<file path="config.mk">
export PLATFORM = sky130hd
export DESIGN_NAME = deserializer_out
export DESIGN_NICKNAME = d
export VERILOG_FILES = /design/src/rtl/deserializer_out.sv
export SDC_FILE = /design/constraint.sdc
export NUM_CORES = 1
export LEC_CHECK = 0
export CELL_PAD_IN_SITES_DETAIL_PLACEMENT = 2
export CELL_PAD_IN_SITES_GLOBAL_PLACEMENT = 2
export CORE_UTILIZATION = 39
export DETAILED_ROUTE_END_ITERATION = 7
export GPL_TIMING_DRIVEN = 0
export PLACE_DENSITY = 0.9
export SLEW_MARGIN = 5
export SYNTH_ARGS = -nofsm -noshare
export SYNTH_HDL_FRONTEND = slang
export SYNTH_SLANG_ARGS = --single-unit
</file>
<file path="constraint.sdc">
create_clock -name clk_i -period 4.9 [get_ports clk_i]
set_input_delay 0.735 -clock clk_i [delete_from_list [all_inputs] [get_ports clk_i]]
set_output_delay 0.735 -clock clk_i [all_outputs]
set_load 0.03 [all_outputs]
</file>
<file path="src/rtl/deserializer_out.sv">
// -----------------------------------------------------------------------------
// deserializer_out
//
// Receive side of the packet serializer. The serial line carries 9-bit words
// {k, byte[7:0]}, LSB first. The block hunts for the comma K-code, confirms
// alignment over LOCK_CNT consecutive commas, then frames packets of the form
// COMMA, B0, B1, B2, COMMA. It delivers the payload on data_o with a one-cycle
// valid_o strobe.
//
// Ports:
//   clk_i    in   1   system clock, one serial bit per rising edge
//   rst_i    in   1   asynchronous active-low reset
//   data_i   in   1   serial line bit (word bit 0 first, k bit last)
//   data_o   out  32  {8'h00, B2, B1, B0} of the last good packet
//   valid_o  out  1   one-cycle pulse, data_o updated this cycle
//   ena_o    out  1   one-cycle strobe at each aligned word boundary
//   lock_o   out  1   high while aligned to the word stream
//   err_o    out  1   one-cycle pulse on a framing error
// -----------------------------------------------------------------------------
module deserializer_out #(
    parameter int unsigned LOCK_CNT = 2,
    parameter logic [7:0]  COMMA    = 8'h3C
) (
    input  logic        clk_i,
    input  logic        rst_i,
    input  logic        data_i,
    output logic [31:0] data_o,
    output logic        valid_o,
    output logic        ena_o,
    output logic        lock_o,
    output logic        err_o
);

    typedef enum logic [2:0] {
        ST_HUNT   = 3'd0,
        ST_VERIFY = 3'd1,
        ST_ARMED  = 3'd2,
        ST_DATA   = 3'd3,
        ST_TRAIL  = 3'd4
    } state_t;

    localparam logic [2:0] LOCK_CNT_W = 3'(LOCK_CNT);
    localparam logic [8:0] K_COMMA    = {1'b1, COMMA};

    state_t      state_q, state_d;
    logic [8:0]  sr_q, sr_d;
    logic [3:0]  cnt_bit_q, cnt_bit_d;
    logic [2:0]  comma_cnt_q, comma_cnt_d;
    logic [1:0]  idx_q, idx_d;
    logic [7:0]  b0_q, b0_d;
    logic [7:0]  b1_q, b1_d;
    logic [31:0] data_q, data_d;
    logic        valid_q, valid_d;
    logic        ena_q, ena_d;
    logic        lock_q, lock_d;
    logic        err_q, err_d;

    // The word completed by the bit arriving on this edge.
    logic [8:0]  w_s;
    logic        is_comma_s;
    logic        is_k_s;
    logic        boundary_s;

    assign w_s        = {data_i, sr_q[8:1]};
    assign is_comma_s = (w_s == K_COMMA);
    assign is_k_s     = w_s[8];
    assign boundary_s = (cnt_bit_q == 4'd8);

    // Next-state, framing and output pulse computation.
    always_comb begin
        state_d     = state_q;
        sr_d        = w_s;
        cnt_bit_d   = boundary_s ? 4'd0 : (cnt_bit_q + 4'd1);
        comma_cnt_d = comma_cnt_q;
        idx_d       = idx_q;
        b0_d        = b0_q;
        b1_d        = b1_q;
        data_d      = data_q;
        valid_d     = 1'b0;
        err_d       = 1'b0;
        ena_d       = boundary_s && (state_q != ST_HUNT);

        case (state_q)
            ST_HUNT: begin
                // Any bit position may start a word; the comma defines alignment.
                if (is_comma_s) begin
                    cnt_bit_d   = 4'd0;
                    comma_cnt_d = 3'd1;
                    idx_d       = 2'd0;
                    state_d     = (LOCK_CNT_W == 3'd1) ? ST_ARMED : ST_VERIFY;
                end else begin
                    state_d = ST_HUNT;
                end
            end
            ST_VERIFY: begin
                if (boundary_s) begin
                    if (is_comma_s) begin
                        comma_cnt_d = comma_cnt_q + 3'd1;
                        if ((comma_cnt_q + 3'd1) == LOCK_CNT_W) begin
                            state_d = ST_ARMED;
                        end else begin
                            state_d = ST_VERIFY;
                        end
                    end else begin
                        // False alignment is not a framing error.
                        state_d = ST_HUNT;
                    end
                end else begin
                    state_d = ST_VERIFY;
                end
            end
            ST_ARMED: begin
                if (boundary_s) begin
                    if (is_comma_s) begin
                        state_d = ST_ARMED;
                    end else if (!is_k_s) begin
                        b0_d    = w_s[7:0];
                        idx_d   = 2'd1;
                        state_d = ST_DATA;
                    end else begin
                        err_d   = 1'b1;
                        state_d = ST_HUNT;
                    end
                end else begin
                    state_d = ST_ARMED;
                end
            end
            ST_DATA: begin
                if (boundary_s) begin
                    if (!is_k_s) begin
                        if (idx_q == 2'd1) begin
                            b1_d    = w_s[7:0];
                            idx_d   = 2'd2;
                            state_d = ST_DATA;
                        end else begin
                            // Third payload byte goes straight to the output word.
                            data_d  = {8'h00, w_s[7:0], b1_q, b0_q};
                            valid_d = 1'b1;
                            idx_d   = 2'd0;
                            state_d = ST_TRAIL;
                        end
                    end else if (is_comma_s) begin
                        // Truncated packet: alignment is still trustworthy.
                        err_d   = 1'b1;
                        idx_d   = 2'd0;
                        b0_d    = 8'h00;
                        b1_d    = 8'h00;
                        state_d = ST_ARMED;
                    end else begin
                        err_d   = 1'b1;
                        idx_d   = 2'd0;
                        b0_d    = 8'h00;
                        b1_d    = 8'h00;
                        state_d = ST_HUNT;
                    end
                end else begin
                    state_d = ST_DATA;
                end
            end
            ST_TRAIL: begin
                if (boundary_s) begin
                    if (is_comma_s) begin
                        state_d = ST_ARMED;
                    end else begin
                        // Overlong packet or unexpected K-code; delivered data stands.
                        err_d   = 1'b1;
                        state_d = ST_HUNT;
                    end
                end else begin
                    state_d = ST_TRAIL;
                end
            end
            default: begin
                state_d = ST_HUNT;
            end
        endcase

        lock_d = (state_d == ST_ARMED) || (state_d == ST_DATA) || (state_d == ST_TRAIL);
    end

    // State and output registers.
    always_ff @(posedge clk_i or negedge rst_i) begin
        if (!rst_i) begin
            state_q     <= ST_HUNT;
            sr_q        <= 9'd0;
            cnt_bit_q   <= 4'd0;
            comma_cnt_q <= 3'd0;
            idx_q       <= 2'd0;
            b0_q        <= 8'h00;
            b1_q        <= 8'h00;
            data_q      <= 32'd0;
            valid_q     <= 1'b0;
            ena_q       <= 1'b0;
            lock_q      <= 1'b0;
            err_q       <= 1'b0;
        end else begin
            state_q     <= state_d;
            sr_q        <= sr_d;
            cnt_bit_q   <= cnt_bit_d;
            comma_cnt_q <= comma_cnt_d;
            idx_q       <= idx_d;
            b0_q        <= b0_d;
            b1_q        <= b1_d;
            data_q      <= data_d;
            valid_q     <= valid_d;
            ena_q       <= ena_d;
            lock_q      <= lock_d;
            err_q       <= err_d;
        end
    end

    assign data_o  = data_q;
    assign valid_o = valid_q;
    assign ena_o   = ena_q;
    assign lock_o  = lock_q;
    assign err_o   = err_q;

endmodule

</file>
==> impl_metrics.py, run 1 <==
metrics = {
    "route": {
        "drt-total-wl_um": 7192,
        "drcViolationCount": 0,
        "ant_nets": 0,
        "wl_per_cell_um": 19.49,
        "vias": 1884,
        "viasPerCell": 5.106,
        "firstDrtPassIters": 4,
        "drt_iter0_drc": 93,
    },
    "synthesis": {
        "synth_cells": 220,
        "ys_ff_latch": 64,
        "synth_most_common_cell": "dfrtp_1",
        "syn_area_um2": 2790,
        "synth_area_leaders": "dfrtp_1 (57%), mux2_4 (5.4%), mux2_1 (3.6%)",
        "synth_edf_count": 0,
        "synth_cell_type_count": 46,
        "async_flop_share_pct": 100.0,
        "synth.top_cell.area_share_pct": 57.40,
        "syn_avg_cell_area_um2": 12.68,
        "yosys.area.top_type": "dfrtp_1",
        "synth_common_cells": "dfrtp_1 (64), nand2_1 (18), mux2_4 (10), o21ai_0 (10)",
        "synth_warnings": 0,
        "yosysSeqAreaShare_pct": 57.40,
        "synth_flop_cell": "dfrtp_1",
    },
    "floorplanning": {
        "die_h_um": 86.59,
        "start_util_pct": 40.62,
        "ioPinCount": 39,
        "core_area_um2": 6869,
        "die_area_um2": 7497,
        "die_w_um": 86.59,
        "std_cell_rows": 30,
    },
    "layout": {
        "utilization_pct": 50.66,
        "nNetsFinal": 275,
        "drive_above_1_share_pct": 19.41,
        "area_delta_synth_final_pct": 24.71,
        "stdcell_count": 369,
        "n_antenna_cell": 0,
    },
    "sta": {
        "period_share_pct": 51.16,
        "finalSetupViolations": 0,
        "final.setup.tns_ps": 0,
        "max_freq_ghz": 0.3989,
        "drv_slew": 0,
        "timing.hold.ws_ps": 483.0,
        "relSlewSlack_pct": 45.51,
        "fin_crit_ps": 2507,
        "tightest_slew_ps": 817.3,
        "hold_viol_final": 0,
        "rsz0062_at_grt": "no",
        "skew_ps": 13.58,
    },
    "hold_path": {
        "holdPathStages": 0,
        "min-delay-start": "sr_q[2]$_DFF_PN0_",
        "worstHoldPathType": "register to register",
        "min_to": "sr_q[1]$_DFF_PN0_",
    },
    "worst_setup_path": {
        "path_class": "input pin to register",
        "reg2reg_slack_ps": 2520,
        "critPathTopFamily": "buffers and inverters",
        "cp_max_fo": 10,
        "required_ps": 5110,
        "r2r_cells": 6,
        "r2r-end": "data_o[18]$_DFFE_PN0P_",
        "endpoint_kind": "register",
        "crit_buf_inv": 3,
        "startpoint_type": "input pin",
        "crit_slowest_cell": "clkdlybuf4s50_1",
        "cp_cell_sequence": "clkdlybuf4s50_1, buf_2, xnor2_1, nand3_1, clkbuf_1, nand2_1, o21ai_0",
        "worst-endpoint-arrival_ps": 2710,
        "r2r_start": "cnt_bit_q[0]$_DFF_PN0_",
        "slowest_delay_ps": 580,
    },
    "power_and_ir_drop": {
        "power_density_nw_per_um2": 428.3,
        "totalPowerFinal_uw": 1490,
        "leakage_uw": 0.001698,
        "ir_drop_uv": 180.4,
    },
    "global_routing": {
        "grt.overflow.total": 0,
        "grt_pass1_vias": 2145,
        "grt_usage_pct": 21.49,
        "grt_max_degree": 65,
        "antenna_found_initial": 0,
        "grt_pass1_wl_um": 11850,
    },
    "cts": {
        "post_cts_buffers": 0,
        "path_clk_slew_ps": 80,
        "cts_resized": 0,
        "numCtsBuffers": 9,
        "cts.sinks": 64,
        "cts_root_buf": "clkbuf_8",
        "clkLatencyLatePin_ps": 340,
        "cts_tree": "done",
        "cts_htree_levels": 3,
        "postCtsHoldBufs": 0,
        "clockBufferDepth": 2,
    },
    "run": {
        "drv_cap": 0,
    },
    "placed_design": {
        "hpwl_um": 4806,
        "gp_congestion": 0.8299,
        "place_inst": 353,
        "port_buffers": 30,
    },
    "outcome": {
        "status": "finished, final reports clean",
    },
}
worst register-to-register path, stage by stage, from the launching register on:
cell and delay (ps):
dfrtp_1 410, inv_1 70, ha_1 250, nand3b_4 190
nor4_4 710, buf_6 270, mux2_1 350
where the power goes:
| group | total (µW) | internal [µW] | switching [µW] | leakage [µW] |
|---|---|---|---|---|
| clock network | 561 | 352 | 209 | 0.000124 |
| logic | 277 | 108 | 169 | 0.000716 |
| registers | 652 | 595 | 56.6 | 0.000859 |
worst max path at each step:
stage                           start                endpoint  slack, ps  cells past startpoint
5_1_grt                        data_i     b0_q[5]$_DFFE_PN0P_       2250                      7
2_1_floorplan  cnt_bit_q[0]$_DFF_PN0_  data_o[10]$_DFFE_PN0P_       2940                      6
3_5_place_dp                   data_i     b0_q[5]$_DFFE_PN0P_       2040                      7
3_3_place_gp                    rst_i         ena_o$_DFF_PN0_       1070                      1
6_report                       data_i     b0_q[5]$_DFFE_PN0P_       2390                      7
4_1_cts                        data_i     b0_q[5]$_DFFE_PN0P_       2370                      7
cells in the final DEF (no fill, tap or decap), types with 2 or more instances in the layout:
cell type	count
clkdlybuf4s50_1	29
nor2_1	9
nor2b_1	2
dfrtp_1	64
a22o_1	8
mux2_4	10
o21ai_0	10
ha_1	4
a21o_1	2
nand4_1	2
and2_1	2
xnor2_1	3
clkbuf_1	3
nand3_1	8
mux2_2	6
bufinv_16	3
o2111ai_1	2
inv_1	8
nand3b_4	2
clkbuf_8	10
mux2_1	9
buf_6	2
nand2b_1	6
a21oi_1	5
or3_1	2
and4b_1	2
conb_1	8
buf_4	9
buf_2	4
nand2_1	18
routing by layer:
metal | routed length, µm | share of wire, % | global-route usage (%)
met5 | 0 | 0 | 0
met4 | 145 | 2.0 | 7.273
met3 | 184 | 2.6 | 4.857
met2 | 3911 | 54 | 39.18
met1 | 2951 | 41 | 24.83
kinds of logic after synthesis:
group	share of synthesized area [%]
other	0.1344
AO/OA/AOI/OAI	9.014
multiplexers	11.43
AND/OR/NAND/NOR	13.95
XOR/XNOR	1.256
buffers and inverters	5.023
adder cells (fa/ha/maj)	1.794
flip-flops	57.40
flip-flops by register name, indices dropped and copies added, names as in the netlist:
| signal | flops |
|---|---|
| b0_q | 8 |
| b1_q | 8 |
| cnt_bit_q | 4 |
| comma_cnt_q | 3 |
| data_o | 24 |
| ena_o | 1 |
| err_o | 1 |
| idx_q | 2 |
| lock_o | 1 |
| sr_q | 8 |
| state_q | 3 |
| valid_o | 1 |
cell type report:
| type | instances | area, µm² |
|---|---|---|
| repair buffers | 30 | 297.8 |
| multi-input cells | 139 | 1075 |
| clock inverters | 5 | 103.9 |
| well taps | 96 | 120.1 |
| flip-flops and latches | 64 | 1602 |
| fillers | 696 | 3390 |
| clock buffers | 11 | 141.4 |
| inverters | 8 | 30.03 |
| plain buffers | 16 | 110.1 |
through the flow:
stage | cell area, µm² | worst slack [ps]
global route | 3480 | 2248
floorplan | 2816 | 2944
detailed placement | 3234 | 2036
finish | 3480 | 2393
CTS | 3480 | 2372
global placement | 3237 | 1069
Note: power is estimated with default switching activity, not from simulation.
==> run 2: changes to the inputs <==
Settings changed: CORE_UTILIZATION 39 to 37, PLACE_DENSITY 0.9 to 0.86.
Clock period 4.9 ns to 2.4 ns, I/O delays scaled along.
==> impl_metrics.py, run 2 (synthesized netlist as in run 1, its figures left out) <==
metrics = {
    "outcome": {
        "status": "finished, final reports clean",
    },
    "layout": {
        "area_delta_synth_final_pct": 21.93,
        "final_common_cell": "dfrtp_1",
        "finish.instance_area_um2": 3402,
        "n_antenna_cell": 0,
        "largest_reg_flops": 24,
        "nNetsFinal": 275,
        "stdcell_count": 372,
        "final_cell_mix": "dfrtp_1 (64), clkdlybuf4s50_1 (29), nand2_1 (18), o21ai_0 (10), mux2_4 (10)",
        "drive_above_1_share_pct": 19.41,
    },
    "global_routing": {
        "grt.overflow.total": 0,
        "grt_pass1_vias": 2076,
        "grt_usage_pct": 19.14,
        "grt_pass1_wl_um": 10880,
        "antenna_found_initial": 0,
        "grt_max_degree": 65,
    },
    "route": {
        "drt_iter0_drc": 59,
        "firstDrtPassIters": 4,
        "ant_nets": 0,
        "wl_per_cell_um": 17.24,
        "drcViolationCount": 0,
        "viasPerCell": 5.035,
        "drt-total-wl_um": 6415,
        "vias": 1873,
    },
    "worst_setup_path": {
        "endpoint_kind": "register",
        "r2r-end": "data_o[17]$_DFFE_PN0P_",
        "reg2reg_slack_ps": 160,
        "startpoint_type": "register",
        "path_class": "register to register",
        "required_ps": 2610,
        "r2r_start": "cnt_bit_q[0]$_DFF_PN0_",
        "worst-endpoint-arrival_ps": 2450,
        "r2r_cells": 6,
        "cp_max_fo": 10,
    },
    "power_and_ir_drop": {
        "ir_drop_uv": 459.2,
        "leakage_uw": 0.001660,
        "power_density_nw_per_um2": 777.6,
    },
    "cts": {
        "numCtsBuffers": 9,
        "cts_tree": "done",
        "cts_resized": 0,
        "post_cts_buffers": 0,
        "cts.sinks": 64,
        "cts_htree_levels": 3,
        "cts_root_buf": "clkbuf_8",
        "path_clk_slew_ps": 70,
        "postCtsHoldBufs": 0,
        "clockBufferDepth": 2,
        "clkLatencyLatePin_ps": 340,
    },
    "placed_design": {
        "place_inst": 356,
        "port_buffers": 30,
        "place_worst_setup_slack_ps": 18.26,
        "hpwl_um": 4631,
        "gp_congestion": 0.7917,
        "postPlaceCellArea_um2": 3238,
    },
    "sta": {
        "finalSetupViolations": 0,
        "drv_slew": 0,
        "timing.final.ws_setup_ps": 159.1,
        "relSlewSlack_pct": 47.41,
        "final.setup.tns_ps": 0,
        "tightest_slew_ps": 788.8,
        "hold_viol_final": 0,
        "rsz0062_at_grt": "no",
        "fin_crit_ps": 2241,
        "max_freq_ghz": 0.4463,
        "skew_ps": 7.415,
        "period_share_pct": 93.37,
        "timing.hold.ws_ps": 94.69,
    },
    "hold_path": {
        "worstHoldPathType": "input pin to async pin",
    },
    "floorplanning": {
        "start_util_pct": 38.47,
        "core_area_um2": 7253,
        "die_area_um2": 7893,
        "die_h_um": 88.84,
        "ioPinCount": 39,
        "die_w_um": 88.84,
        "std_cell_rows": 31,
    },
    "run": {
        "drv_cap": 0,
    },
}
==> run 2: routing by layer <==
metal | GRT usage, % | vias to the layer above | wire length, µm
met3 | 5.317 | 9 | 178
li1 | - | 851 | -
met2 | 34.62 | 28 | 3526
met5 | 0 | - | 0
met4 | 7.625 | 0 | 120
met1 | 21.21 | 985 | 2590
==> run 2: stage by stage <==
step | util, % | power (µW)
CTS | 46.90 | 2697
global placement | 44.68 | 1843
floorplan | - | 1711
global route | 46.90 | 2807
detailed placement | 44.64 | 1892
finish | 46.90 | 2645
==> run 2: cell type report <==
class	instances	area [µm²]
fill	749	3851
sequential	64	1602
multi-input combinational	139	1075
timing repair buffer	30	297.8
clock buffer	10	127.6
tap	99	123.9
buffer	16	110.1
clock inverter	6	36.28
inverter	8	30.03
==> run 2: worst max path at each step <==
stage	end	from
final	data_o[17]$_DFFE_PN0P_	cnt_bit_q[0]$_DFF_PN0_
after global routing	data_o[17]$_DFFE_PN0P_	cnt_bit_q[0]$_DFF_PN0_
after CTS	data_o[17]$_DFFE_PN0P_	cnt_bit_q[0]$_DFF_PN0_
after detailed placement	b1_q[0]$_DFFE_PN0P_	data_i
after global placement	comma_cnt_q[2]$_DFFE_PN0P_	rst_i
after floorplan	data_o[10]$_DFFE_PN0P_	cnt_bit_q[0]$_DFF_PN0_
==> run 2: where the power goes <==
part	switching, µW	internal [µW]
combinational	314	220
clock	414	369
sequential	114	1220
total	842	1800
==> run 2: worst max-delay path, cell delays in order, from the launching register on <==
cell	delay [ps]
dfrtp_1	410
inv_1	70
ha_1	240
nand3b_4	190
nor4_4	590
buf_6	260
mux2_1	350
